## src/rtl/fpu_pkg.sv

```systemverilog
// Shared FPU memory-side constants and types, common to the arbiter and the FPU controller.
package fpu_pkg;

  localparam int unsigned BEAT_BYTES       = 32'd64;
  localparam int unsigned BURST_BEATS      = 32'd8;
  localparam int unsigned MEM_BUFFER_WIDTH = BEAT_BYTES * BURST_BEATS;
  localparam int unsigned BEAT_IDX_W       = $clog2(BURST_BEATS);

  typedef logic [BEAT_IDX_W-1:0] beat_idx_t;

  typedef enum logic [1:0] {
    ARB_IDLE = 2'd0,
    ARB_RD   = 2'd1,
    ARB_WR   = 2'd2,
    ARB_CFG  = 2'd3
  } arb_state_e;

  typedef enum logic {
    GRANT_RD = 1'b0,
    GRANT_WR = 1'b1
  } grant_e;

  function automatic logic [31:0] beat_addr(input logic [31:0] base, input beat_idx_t idx);
    return base + (32'(idx) * BEAT_BYTES);
  endfunction

endpackage

```

## src/rtl/fpu_mem_arbiter_if.sv

```systemverilog
// Request/memory/buffer signals between the FPU controller, the arbiter and the memory port.
interface fpu_mem_arbiter_if;
  import fpu_pkg::*;

  logic        request_read;
  logic [31:0] read_address;
  logic        request_write;
  logic [31:0] write_address;
  logic        cfg_req;
  logic [31:0] cfg_addr;
  logic        mem_ack;
  logic        making_request;
  logic        mem_req;
  logic        mem_we;
  logic [31:0] mem_addr;
  logic        rd_buf_we;
  logic        wr_buf_re;
  beat_idx_t   beat_idx;
  logic        cfg_valid;
  logic        req_overflow;

  modport master (
    input  request_read, read_address, request_write, write_address,
           cfg_req, cfg_addr, mem_ack,
    output making_request, mem_req, mem_we, mem_addr, rd_buf_we,
           wr_buf_re, beat_idx, cfg_valid, req_overflow
  );

  modport slave (
    output request_read, read_address, request_write, write_address,
           cfg_req, cfg_addr, mem_ack,
    input  making_request, mem_req, mem_we, mem_addr, rd_buf_we,
           wr_buf_re, beat_idx, cfg_valid, req_overflow
  );

endinterface

```

## src/rtl/fpu_req_latch.sv

```systemverilog
// Turns a request pulse into a pending bit with a captured address; a pulse that arrives
// while the same request is pending or being served is dropped and flagged as overflow.
module fpu_req_latch (
  input  logic        clk,
  input  logic        rst_n,
  input  logic        req_i,
  input  logic [31:0] addr_i,
  input  logic        active_i,
  input  logic        clr_i,
  output logic        pending_o,
  output logic [31:0] addr_o,
  output logic        overflow_o
);

  logic        pending_q, pending_d;
  logic [31:0] addr_q, addr_d;
  logic        overflow_q, overflow_d;

  always_comb begin
    pending_d  = pending_q;
    addr_d     = addr_q;
    overflow_d = overflow_q;
    if (clr_i) begin
      pending_d = 1'b0;
    end else begin
      pending_d = pending_q;
    end
    // Address stays frozen while pending or active so the burst base cannot move under it.
    if (req_i && !pending_q && !active_i) begin
      pending_d = 1'b1;
      addr_d    = addr_i;
    end else if (req_i) begin
      overflow_d = 1'b1;
    end else begin
      overflow_d = overflow_q;
    end
  end

  always_ff @(posedge clk or negedge rst_n) begin
    if (!rst_n) begin
      pending_q  <= 1'b0;
      addr_q     <= 32'h0000_0000;
      overflow_q <= 1'b0;
    end else begin
      pending_q  <= pending_d;
      addr_q     <= addr_d;
      overflow_q <= overflow_d;
    end
  end

  assign pending_o  = pending_q;
  assign addr_o     = addr_q;
  assign overflow_o = overflow_q;

endmodule

```

## src/rtl/fpu_mem_arbiter.sv

```systemverilog
// Arbitrates read-buffer fill, write-buffer drain and config accesses onto the single memory
// port, issuing fixed BURST_BEATS-beat bursts for the buffers and single beats for config.
module fpu_mem_arbiter
  import fpu_pkg::*;
(
  input  logic              clk,
  input  logic              rst_n,
  fpu_mem_arbiter_if.master bus
);

  localparam beat_idx_t LAST_BEAT = beat_idx_t'(BURST_BEATS - 32'd1);

  arb_state_e  state_q, state_d;
  beat_idx_t   beat_q, beat_d;
  grant_e      last_grant_q, last_grant_d;

  logic        rd_pend_s, wr_pend_s, cfg_pend_s;
  logic        rd_clr_s, wr_clr_s, cfg_clr_s;
  logic [31:0] rd_base_s, wr_base_s, cfg_base_s;
  logic        rd_ovf_s, wr_ovf_s, cfg_ovf_s;

  fpu_req_latch u_rd_latch (
    .clk(clk), .rst_n(rst_n), .req_i(bus.request_read), .addr_i(bus.read_address),
    .active_i(state_q == ARB_RD), .clr_i(rd_clr_s),
    .pending_o(rd_pend_s), .addr_o(rd_base_s), .overflow_o(rd_ovf_s)
  );

  fpu_req_latch u_wr_latch (
    .clk(clk), .rst_n(rst_n), .req_i(bus.request_write), .addr_i(bus.write_address),
    .active_i(state_q == ARB_WR), .clr_i(wr_clr_s),
    .pending_o(wr_pend_s), .addr_o(wr_base_s), .overflow_o(wr_ovf_s)
  );

  fpu_req_latch u_cfg_latch (
    .clk(clk), .rst_n(rst_n), .req_i(bus.cfg_req), .addr_i(bus.cfg_addr),
    .active_i(state_q == ARB_CFG), .clr_i(cfg_clr_s),
    .pending_o(cfg_pend_s), .addr_o(cfg_base_s), .overflow_o(cfg_ovf_s)
  );

  always_comb begin
    state_d      = state_q;
    beat_d       = beat_q;
    last_grant_d = last_grant_q;
    rd_clr_s     = 1'b0;
    wr_clr_s     = 1'b0;
    cfg_clr_s    = 1'b0;
    case (state_q)
      // Grants happen only from IDLE, so an active burst is never preempted.
      ARB_IDLE: begin
        beat_d = beat_idx_t'(0);
        if (cfg_pend_s) begin
          state_d   = ARB_CFG;
          cfg_clr_s = 1'b1;
        end else if (rd_pend_s && (!wr_pend_s || last_grant_q == GRANT_WR)) begin
          state_d      = ARB_RD;
          rd_clr_s     = 1'b1;
          last_grant_d = GRANT_RD;
        end else if (wr_pend_s) begin
          state_d      = ARB_WR;
          wr_clr_s     = 1'b1;
          last_grant_d = GRANT_WR;
        end else begin
          state_d = ARB_IDLE;
        end
      end
      ARB_RD, ARB_WR: begin
        if (bus.mem_ack && beat_q == LAST_BEAT) begin
          state_d = ARB_IDLE;
          beat_d  = beat_idx_t'(0);
        end else if (bus.mem_ack) begin
          beat_d = beat_q + beat_idx_t'(1);
        end else begin
          beat_d = beat_q;
        end
      end
      ARB_CFG: begin
        if (bus.mem_ack) begin
          state_d = ARB_IDLE;
        end else begin
          state_d = ARB_CFG;
        end
      end
      default: begin
        state_d = ARB_IDLE;
        beat_d  = beat_idx_t'(0);
      end
    endcase
  end

  always_ff @(posedge clk or negedge rst_n) begin
    if (!rst_n) begin
      state_q      <= ARB_IDLE;
      beat_q       <= beat_idx_t'(0);
      last_grant_q <= GRANT_WR;
    end else begin
      state_q      <= state_d;
      beat_q       <= beat_d;
      last_grant_q <= last_grant_d;
    end
  end

  always_comb begin
    bus.mem_addr = 32'h0000_0000;
    case (state_q)
      ARB_RD:  bus.mem_addr = beat_addr(rd_base_s, beat_q);
      ARB_WR:  bus.mem_addr = beat_addr(wr_base_s, beat_q);
      ARB_CFG: bus.mem_addr = cfg_base_s;
      default: bus.mem_addr = 32'h0000_0000;
    endcase
  end

  assign bus.mem_req        = (state_q != ARB_IDLE);
  assign bus.mem_we         = (state_q == ARB_WR);
  assign bus.rd_buf_we      = (state_q == ARB_RD) && bus.mem_ack;
  assign bus.wr_buf_re      = (state_q == ARB_WR);
  assign bus.beat_idx       = beat_q;
  assign bus.cfg_valid      = (state_q == ARB_CFG) && bus.mem_ack;
  assign bus.making_request = rd_pend_s | wr_pend_s | cfg_pend_s | (state_q != ARB_IDLE);
  assign bus.req_overflow   = rd_ovf_s | wr_ovf_s | cfg_ovf_s;

endmodule

```

## src/flat_wrapper.sv

```systemverilog
// flat-port wrapper written by rule: the top's interface ports become plain ports
module fpu_mem_arbiter_flat import fpu_pkg::*;
  (clk, rst_n, bus_request_read, bus_read_address, bus_request_write, bus_write_address, bus_cfg_req, bus_cfg_addr, bus_mem_ack, bus_making_request, bus_mem_req, bus_mem_we, bus_mem_addr, bus_rd_buf_we, bus_wr_buf_re, bus_beat_idx, bus_cfg_valid, bus_req_overflow);
  fpu_mem_arbiter_if bus_i ();
  input  logic clk;
  input  logic rst_n;
  input wire logic [$bits(bus_i.request_read)-1:0] bus_request_read;
  input wire logic [$bits(bus_i.read_address)-1:0] bus_read_address;
  input wire logic [$bits(bus_i.request_write)-1:0] bus_request_write;
  input wire logic [$bits(bus_i.write_address)-1:0] bus_write_address;
  input wire logic [$bits(bus_i.cfg_req)-1:0] bus_cfg_req;
  input wire logic [$bits(bus_i.cfg_addr)-1:0] bus_cfg_addr;
  input wire logic [$bits(bus_i.mem_ack)-1:0] bus_mem_ack;
  output wire logic [$bits(bus_i.making_request)-1:0] bus_making_request;
  output wire logic [$bits(bus_i.mem_req)-1:0] bus_mem_req;
  output wire logic [$bits(bus_i.mem_we)-1:0] bus_mem_we;
  output wire logic [$bits(bus_i.mem_addr)-1:0] bus_mem_addr;
  output wire logic [$bits(bus_i.rd_buf_we)-1:0] bus_rd_buf_we;
  output wire logic [$bits(bus_i.wr_buf_re)-1:0] bus_wr_buf_re;
  output wire logic [$bits(bus_i.beat_idx)-1:0] bus_beat_idx;
  output wire logic [$bits(bus_i.cfg_valid)-1:0] bus_cfg_valid;
  output wire logic [$bits(bus_i.req_overflow)-1:0] bus_req_overflow;
  assign bus_i.request_read = bus_request_read;
  assign bus_i.read_address = bus_read_address;
  assign bus_i.request_write = bus_request_write;
  assign bus_i.write_address = bus_write_address;
  assign bus_i.cfg_req = bus_cfg_req;
  assign bus_i.cfg_addr = bus_cfg_addr;
  assign bus_i.mem_ack = bus_mem_ack;
  assign bus_making_request = bus_i.making_request;
  assign bus_mem_req = bus_i.mem_req;
  assign bus_mem_we = bus_i.mem_we;
  assign bus_mem_addr = bus_i.mem_addr;
  assign bus_rd_buf_we = bus_i.rd_buf_we;
  assign bus_wr_buf_re = bus_i.wr_buf_re;
  assign bus_beat_idx = bus_i.beat_idx;
  assign bus_cfg_valid = bus_i.cfg_valid;
  assign bus_req_overflow = bus_i.req_overflow;
  fpu_mem_arbiter u_core (.clk(clk), .rst_n(rst_n), .bus(bus_i));
endmodule
```

## config.mk

```make
export PLATFORM = sky130hd
export DESIGN_NAME = fpu_mem_arbiter_flat
export DESIGN_NICKNAME = d
export VERILOG_FILES = /design/src/rtl/fpu_pkg.sv /design/src/rtl/fpu_mem_arbiter_if.sv /design/src/rtl/fpu_req_latch.sv /design/src/rtl/fpu_mem_arbiter.sv /design/src/flat_wrapper.sv
export SDC_FILE = /design/constraint.sdc
export NUM_CORES = 1
export LEC_CHECK = 0
export CORE_UTILIZATION = 50
export DETAILED_ROUTE_END_ITERATION = 8
export PLACE_DENSITY = 0.78
export REMOVE_ABC_BUFFERS = 1
export SYNTH_ARGS = -nofsm -noshare
export SYNTH_HDL_FRONTEND = slang
export SYNTH_SLANG_ARGS = --single-unit
```

## constraint.sdc

```tcl
create_clock -name clk -period 5.6 [get_ports clk]
set_input_delay 0.84 -clock clk [delete_from_list [all_inputs] [get_ports clk]]
set_output_delay 0.84 -clock clk [all_outputs]
set_load 0.02 [all_outputs]
```

=== Yosys cells after proc, flatten, opt, wreduce, memory -nomap -nowiden ===
Cells that the tools add are included.

* Latch bits: 0
* ROM bits: 0
* Output and inout bits: 42
* Register bits after elaboration: 108
* Logic and storage cells: 87
* Memories kept: 0
* RAM bits: 0
* Input bits: 102

* Shift-type cells: 0
* Order comparisons: 0
* Divide/modulo/power cells: 0
* Bitwise logic cells: 9
* Mux-type cells: 27
* Multiply operators: 0
* Equal/unequal tests: 6
* Reductions and logical operators: 30
* $add $sub $neg: 3

{| class="wikitable"
|+ Operator list
! cell !! count
|-
| $pmux 32 s3 || 1
|-
| $add 32x9->32 || 2
|-
| $mux 1 || 17
|-
| $reduce_bool 2->1 || 6
|-
| $logic_and 1x1->1 || 10
|-
| $mux 2 || 5
|-
| $reduce_and 2->1 || 4
|-
| $logic_not 1->1 || 6
|-
| $mux 3 || 2
|-
| $pmux 2 s3 || 1
|-
| $pmux 3 s2 || 1
|-
| $or 1x1->1 || 5
|-
| $eq 2x2->1 const B || 2
|-
| $not 1->1 || 4
|-
| $add 3x1->3 const B || 1
|-
| $eq 3x3->1 const B || 1
|-
| $ne 3x2->1 const B || 1
|-
| $reduce_and 3->1 || 1
|-
| $eq 2x1->1 const B || 1
|-
| $logic_not 2->1 || 1
|-
| $ne 2x1->1 const B || 1
|-
| $reduce_or 2->1 || 1
|-
| $logic_or 1x1->1 || 1
|}

=== Logic depth before layout (Yosys ltp) ===
Gate-level depths: netlist of run 1.

* Depth in word-level cells: 8
* Mapped depth: 14
* Gate-level depth less buffers: 10

=== Cells and area by module ===
A second synthesis of run 1 with hierarchy kept.

* Cells, all modules: 477
* Area, all modules: 5745.5 µm²

{| class="wikitable"
|+ By module, submodules not included
! module !! times used !! cells an instance !! area each (µm²) !! seq. area each (µm²)
|-
| fpu_req_latch || 3 || 74 || 1286.2 || 850.8
|-
| fpu_mem_arbiter || 1 || 255 || 1886.8 || 151.4
|}

=== Worst setup path before layout of run 1 ===
Ideal clock, no wire load.

* Kind: register to output
* Start point: register u_core.state_q[0]
* End point: output bus_mem_addr[12]
* Path buffers: 4
* Arrival: 3.745 ns
* Data required time: 4.760 ns
* Stages on the path, launching flop included: 14
* Slack: 1.015 ns
* Cell sequence: dfrtp_1 -> inv_1 -> ha_1 -> clkbuf_4 -> buf_2 -> buf_2 -> buf_2 -> mux2_2 -> ha_1 -> fa_1 -> a21oi_1 -> a21oi_1 -> a21boi_0 -> o31ai_1

* Word-level cells in the longest chain between the ends: 2
* Elaborated cells on any way between the ends: 4
* Those cells by class: eq/ne (3); mux (1)

{| class="wikitable"
|+ Ends and longest elaborated chain
! element !! line !! source
|-
| start, declared || fpu_mem_arbiter.sv:13 || <nowiki>arb_state_e state_q, state_d;</nowiki>
|-
| start signal, assigned || fpu_mem_arbiter.sv:96 || <nowiki>state_q <= state_d;</nowiki>
|-
| $eq 2x2->1 || n/a ||
|-
| net bus_mem_we || flat_wrapper.sv:16 || <nowiki>output wire logic [$bits(bus_i.mem_we)-1:0] bus_mem_we;</nowiki>
|-
| $pmux 32 s3 || fpu_mem_arbiter.sv:104 || <nowiki>case (state_q)</nowiki>
|-
| end, declared || flat_wrapper.sv:17 || <nowiki>output wire logic [$bits(bus_i.mem_addr)-1:0] bus_mem_addr;</nowiki>
|}

The timed path passes the listed nets, and every way through them passes these cells.

=== Worst setup path after layout of run 1 ===
* Start point: register u_core.state_q[0]
* End point: output bus_mem_addr[28]

* Word-level cells in the longest chain between the ends: 2
* Elaborated cells on any way between the ends: 4
* Those cells by class: eq/ne (3); mux (1)

{| class="wikitable"
|+ Ends and longest elaborated chain
! element !! line
|-
| $eq 2x2->1 / $eq 2x1->1 (equally long branches) || fpu_mem_arbiter.sv:104
|-
| $pmux 32 s3 * || fpu_mem_arbiter.sv:104
|}

Every way passes the cells marked *; elsewhere a longest branch is shown, timed or not.

==> reports/results.ini, run 1 <==
[pwr]
combPwrFrac_pct = 48.3
p_seq_share_pct = 35.6
power.density_nw_per_um2 = 559
vdd_drop_max_mv = 0.323
internal-power_w = 0.00262
p_sw_w = 0.00159
p_leak_nw = 2.96
pwr-share-clk_pct = 16.2
swShare_pct = 37.8

[cts]
cts_hold_buffers = 0
cts_setup_buffers = 0
cts_root_buf = clkbuf_16
numCtsBuffers = 9
cts_max_path_buffers = 2
clkLatencyLatePin_ps = 350
htreeDepth = 3
cts_tree = built
cts_sinks = 108
clkSlewWorstSetupHoldPaths_ps = 70
cts_resized = 0

[placed_design]
dp_hpwl_mm = 10.6
io_buffers = 143
placed_area_um2 = 7220
routabilityCongestion = 0.831

[global_routing]
antenna_found_initial = 0
grt_use_total_pct = 26.5
overflow = 0
grt_first_pass_wirelength_mm = 23.4
grt_pass1_vias = 4622
grt_max_degree = 74

[timing]
rsz0062_at_grt = false
hold_viol_final = 0
timing.slew.headroom_pct = 22.9
setup_tns_ps = 0
skew_ps = 5.03
fin_crit_sh_pct = 82.9
tightest_slew_ps = 1150
fin_crit_ps = 4640
drv_slew = 0
setup_violations = 0
max_freq_mhz = 215

[worst_setup_path]
cp_common_cell = a21oi_1
worstSetupPathType = register to primary output
cp-start-kind = register
worstPathArrival_ps = 3800
cp_cell_sequence = inv_1 > ha_2 > mux2_2 > ha_1 > a21oi_1 > a21oi_1 > nand3_2 > or3_1 > a32o_1 > clkdlybuf4s50_1
critPathMaxStageDelay_ps = 540
cp-end-kind = primary output
worstPathRequired_ps = 4760
cp_max_fo = 7
slowest_stage = clkdlybuf4s50_1
r2r_cells = 6

[drt]
avgViaCountPerCell = 5.79
num_vias = 4417
post_drt_wl_per_cell_um = 19.3
wirelength_mm = 14.7
drt_iter0_markers = 241
antenna_left = 0
firstDrtPassIters = 6
drc = 0

[synthesis]
synth_top_area_cell = dfrtp_1
seq_area_frac_synth_pct = 47.8
async_flop_share_pct = 100
yosysWarnings = 0
netlist_top_cells_area = dfrtp_1 47%, mux2_2 21%, mux2i_1 2.7%
ys_types = 55
synth_area_um2 = 5660
postSynthCellCount = 483
syn_area_per_cell_um2 = 11.7
ys_ff_latch = 108
synth_top_cell_area_share_pct = 47.3
ys.flop_type = dfrtp_1
synth_edf_count = 0

[layout]
layout_common_cells = 142 x clkdlybuf4s50_1, 107 x dfrtp_1, 106 x mux2_2
regArea_um2 = 2700
fin_nets = 730
antenna_cells = 0
fillers = 854
area_growth_pct = 33.2
layout-drive-gt1-share_pct = 22.8
multiInputGateArea_um2 = 2830
final_cell_area_um2 = 7540
final_common_cell = clkdlybuf4s50_1

[run_status]
status = finished clean

[min_path]
min_path_type = input port to async pin

[floorplan]
ios = 144
start_util_pct = 51.7
die_h_um = 108
dieWidth_um = 108
num_rows = 38
coreArea_um2 = 10900
dieArea_um2 = 11700

[run]
maxCapViolCount = 0

[cells by family after synthesis]
logic type      count (synthesis)  share of synthesized area (%)
compound gates                 91                           11.4
xor+xnor                       11                           1.70
fa+ha+maj                      10                           2.34
buf+inv                        32                           2.54
flops                         108                           47.8
mux                           121                           23.8
simple gates                  110                           10.5
[metal layers]
metal  track usage (%)  vias to the layer above  part of all wire, %
met2              44.1                      145                   50
met4              12.3                        0                  2.8
met5                 0                        -                    0
met3              5.73                       29                  5.4
li1                  -                     2042                    -
met1              33.0                     2201                   42
[synthesized netlist by cell type (5+ instances only)]
cell type,instances
a21oi_1,11
a22oi_1,5
nand2_1,38
nand2b_1,6
a21o_1,7
xor2_1,5
nand3b_1,5
inv_1,5
dfrtp_1,107
nand4_1,9
nor2_1,14
ha_1,9
xnor2_1,6
a222oi_1,7
buf_2,7
mux2_2,106
clkbuf_1,16
a22o_1,6
a32o_1,5
o21ai_0,22
nor2b_1,5
mux2i_1,15
nand3_1,10
[area by class of cell]
type	count	share of cell area, %
Clock buffer	11	3.22
Clock inverter	5	0.996
Inverter	5	0.249
Multi-Input combinational cell	343	37.6
Sequential cell	108	35.9
Tap cell	140	2.32
Timing Repair Buffer	151	19.8
[registers in the layout (all words and copies together), names as in the netlist]
| register | cells |
|---|---|
| u_core.last_grant_q | 1 |
| u_core.u_rd_latch.addr_o | 32 |
| u_core.u_wr_latch.addr_o | 32 |
| u_core.u_wr_latch.overflow_o | 1 |
| u_core.u_rd_latch.pending_o | 1 |
| u_core.u_cfg_latch.addr_o | 32 |
| u_core.bus.beat_idx | 3 |
| u_core.u_rd_latch.overflow_o | 1 |
| u_core.u_wr_latch.pending_o | 1 |
| u_core.u_cfg_latch.pending_o | 1 |
| u_core.state_q | 2 |
| u_core.u_cfg_latch.overflow_o | 1 |
[power groups by stage]
stage                     clock network (W)  logic, W  registers (W)
final                              0.000681   0.00203        0.00150
after floorplan                           0   0.00139        0.00140
after detailed placement                  0   0.00203        0.00150
after global placement                    0   0.00198        0.00148
after CTS                          0.000694   0.00204        0.00149
after global routing               0.000728   0.00219        0.00155
[worst paths after layout]
kind                                              start                       endpoint  slack, ps
max in group asynchronous                         rst_n   u_core.u_wr_latch.addr_o[10]       3880
setup reg to reg                      u_core.state_q[0]   u_core.u_wr_latch.addr_o[12]       2890
setup / recovery                      u_core.state_q[0]               bus_mem_addr[28]        960
hold reg to reg            u_core.u_rd_latch.overflow_o   u_core.u_rd_latch.overflow_o        470
hold / removal                                    rst_n  u_core.u_cfg_latch.addr_o[20]        440
min in group clk           u_core.u_rd_latch.overflow_o   u_core.u_rd_latch.overflow_o        470
[worst max-delay path, delay by kind of cell (launching register included)]
kind | cells | cell delay [ps]
AND/OR/NAND/NOR | 2 | 620
flip-flops | 1 | 410
AO/OA/AOI/OAI | 3 | 870
buffers and inverters | 2 | 630
multiplexers | 1 | 350
adder cells (fa/ha/maj) | 2 | 560
[stage by stage]
stage	hold WS (ps)	instances	setup WS, ps	utilization, %	power [W]
global route	468	763	741	68.9	0.00447
CTS	454	763	974	68.9	0.00423
detailed placement	454	747	1360	66.0	0.00353
global placement	443	747	1440	66.0	0.00345
finish	440	763	958	68.9	0.00421
floorplan	425	456	445	-	0.00279
Power figures use the tool's default switching activity.
==> run 2: changes to the inputs <==
==> constraint.sdc (replaced) <==
create_clock -name clk -period 4.3 [get_ports clk]
set_input_delay 0.645 -clock clk [delete_from_list [all_inputs] [get_ports clk]]
set_output_delay 0.645 -clock clk [all_outputs]
set_load 0.02 [all_outputs]
==> run 2 against run 1 <==
Cell count is 1.3% higher; cell area rose by 1.4%; flip-flop and latch count is the same; highest routed layer unchanged; clock power grew 30%; sequential power rose by 29%; largest cell class unchanged; clock skew rose by 2.9 ps; routed wire length up 0.63%; die area stayed put.
==> reports/results.ini, run 2 (synthesis results as in run 1) <==
[run_status]
status = finished clean

[placed_design]
io_buffers = 143  ; unchanged
routabilityCongestion = 0.865  ; +4.0%
post-place-ws_ps = 317  ; -1040 ps
placed_area_um2 = 7250  ; +0.42%
dp_hpwl_mm = 10.6  ; +0.33%

[drt]
num_vias = 4530  ; +2.6%
drt_iter0_markers = 207  ; -14%
wirelength_mm = 14.8  ; +0.63%
antenna_left = 0  ; unchanged
drc = 0  ; unchanged
avgViaCountPerCell = 5.86  ; +1.2%
firstDrtPassIters = 6  ; unchanged
post_drt_wl_per_cell_um = 19.1  ; -0.68%

[layout]
fin_nets = 739  ; +1.2%
final_cell_area_um2 = 7640  ; +1.4%
area_growth_pct = 35.1
layout-drive-gt1-share_pct = 24.4  ; +1.6 points
finalCoreUtilization_pct = 69.9  ; +1.0 points
layout_common_cells = 129 x clkdlybuf4s50_1, 107 x dfrtp_1, 106 x mux2_2
fillers = 839  ; -1.8%
final_common_cell = clkdlybuf4s50_1

[global_routing]
grt_first_pass_wirelength_mm = 23.3  ; -0.44%
grt_max_degree = 59  ; -20%
antenna_found_initial = 0  ; unchanged
grt_pass1_vias = 4622  ; unchanged
overflow = 0  ; unchanged
grt_use_total_pct = 26.4  ; -0.19 points

[cts]
cts_root_buf = clkbuf_16
numCtsBuffers = 9  ; unchanged
cts_sinks = 108  ; unchanged
cts_hold_buffers = 0  ; unchanged
htreeDepth = 3  ; unchanged
clkLatencyLatePin_ps = 350  ; about the same
cts_tree = built
cts_max_path_buffers = 2  ; unchanged
clkSlewWorstSetupHoldPaths_ps = 70  ; about the same

[pwr]
p_sw_w = 0.00208  ; +31%
combPwrFrac_pct = 48.4  ; about the same
vdd_drop_max_mv = 0.357  ; +11%
power.density_nw_per_um2 = 718  ; +29%
internal-power_w = 0.00341  ; +30%
total_power_w = 0.00549  ; +30%
p_leak_nw = 3.20  ; +7.9%
swShare_pct = 37.9  ; +0.15 points
p_seq_share_pct = 35.4  ; -0.2 points
pwr-share-clk_pct = 16.2  ; about the same

[worst_setup_path]
cp-start-kind = register
worstSetupPathType = register to primary output
cp_max_fo = 5  ; -2
cp_cell_sequence = inv_1 > ha_2 > mux2_2 > ha_1 > a21oi_2 > a21oi_1 > nand3_2 > or3_1 > a32o_1 > clkdlybuf4s50_1
critPathMaxStageDelay_ps = 550  ; about the same
worstPathArrival_ps = 3550  ; -250 ps
slowest_stage = clkdlybuf4s50_1
cp-end-kind = primary output
worstPathRequired_ps = 3650  ; -1110 ps

[floorplan]
ios = 144  ; unchanged
dieArea_um2 = 11700  ; unchanged
dieWidth_um = 108  ; unchanged
start_util_pct = 51.7  ; unchanged
num_rows = 38  ; unchanged
coreArea_um2 = 10900  ; unchanged
die_h_um = 108  ; unchanged

[timing]
skew_ps = 7.93  ; +2.90 ps
timing.final.ws_setup_ps = 109  ; -849 ps
setup_violations = 0  ; unchanged
rsz0062_at_grt = false
max_freq_mhz = 239
fin_crit_sh_pct = 97.5
fin_crit_ps = 4190
timing.slew.headroom_pct = 48.8  ; +26 points
drv_slew = 0  ; unchanged
tightest_slew_ps = 767  ; -384 ps
hold_viol_final = 0  ; unchanged

[run]
maxCapViolCount = 0  ; unchanged

[min_path]
min_path_type = input port to async pin

## run 2: cell types whose count changed in the layout (fill, tap and decap cells not counted), moves of 2 or more
| cell | delta |
|---|---|
| dlygate4sd2_1 | +2 |
| clkdlybuf4s50_1 | -13 |
| dlymetal6s2s_1 | +11 |
| buf_4 | +8 |
## run 2: path summary, 6_finish.rpt
check                      depth (start not counted)                             to                    startpoint  slack, ps
min in group clk                                   1   u_core.u_wr_latch.overflow_o  u_core.u_wr_latch.overflow_o        460
max in group asynchronous                          2            u_core.last_grant_q                         rst_n       3040
min                                                1  u_core.u_cfg_latch.addr_o[29]                         rst_n        360
min reg2reg                                        1   u_core.u_wr_latch.overflow_o  u_core.u_wr_latch.overflow_o        460
max reg2reg                                        6   u_core.u_wr_latch.addr_o[14]             u_core.state_q[0]       1720
max                                               10               bus_mem_addr[28]             u_core.state_q[0]        110
## run 2: repair_timing
action | 4_1_cts | 5_1_grt
gates cloned | 0 | 0
endpoints found under the setup margin | 5 | 13
hold endpoints to repair | 0 | 0
resized for setup | 4 | 13
setup buffers | 2 | 3
pin swaps | 1 | 3
## run 2: stage by stage
step / setup TNS, ps / hold WS [ps] / std cells
2_1_floorplan: -11950 / 349 / 456
3_3_place_gp: 0 / 447 / 751
3_5_place_dp: 0 / 449 / 751
4_1_cts: 0 / 391 / 769
5_1_grt: 0 / 420 / 772
6_report: 0 / 363 / 773
## run 2: critical path: cells and delay by family (launching register included)
kind	cells	cell delay (ps)
buffers and inverters	2	650
and+or+nand+nor	2	610
AOI/OAI and AO/OA	3	590
adders and majority gates	2	580
DFF	1	420
muxes	1	350
## run 2: cell type report
cell class	instances	area [um^2]	area share, %
Inverter	5	18.8	0.245
Tap cell	140	175	2.29
Timing Repair Buffer	160	1590	20.7
Multi-Input combinational cell	343	2840	37.2
Antenna cell	1	2.50	0.0327
Clock buffer	11	243	3.18
Sequential cell	108	2700	35.4
Clock inverter	5	75.1	0.982
## run 2: routing by layer
metal | track usage (%) | vias up | share of wire [%]
met5 | 0 | - | 0
met4 | 13.2 | 0 | 3.3
met3 | 3.56 | 34 | 4.3
met2 | 43.9 | 153 | 50
met1 | 33.8 | 2267 | 42
li1 | - | 2076 | -
## run 2: power by group through the flow
stage	sequential (W)	clock [W]	combinational, W
floorplan	0.00182	0	0.00181
finish	0.00194	0.000887	0.00266
CTS	0.00193	0.000898	0.00267
detailed placement	0.00195	0	0.00265
global placement	0.00192	0	0.00259
global route	0.00201	0.000939	0.00288
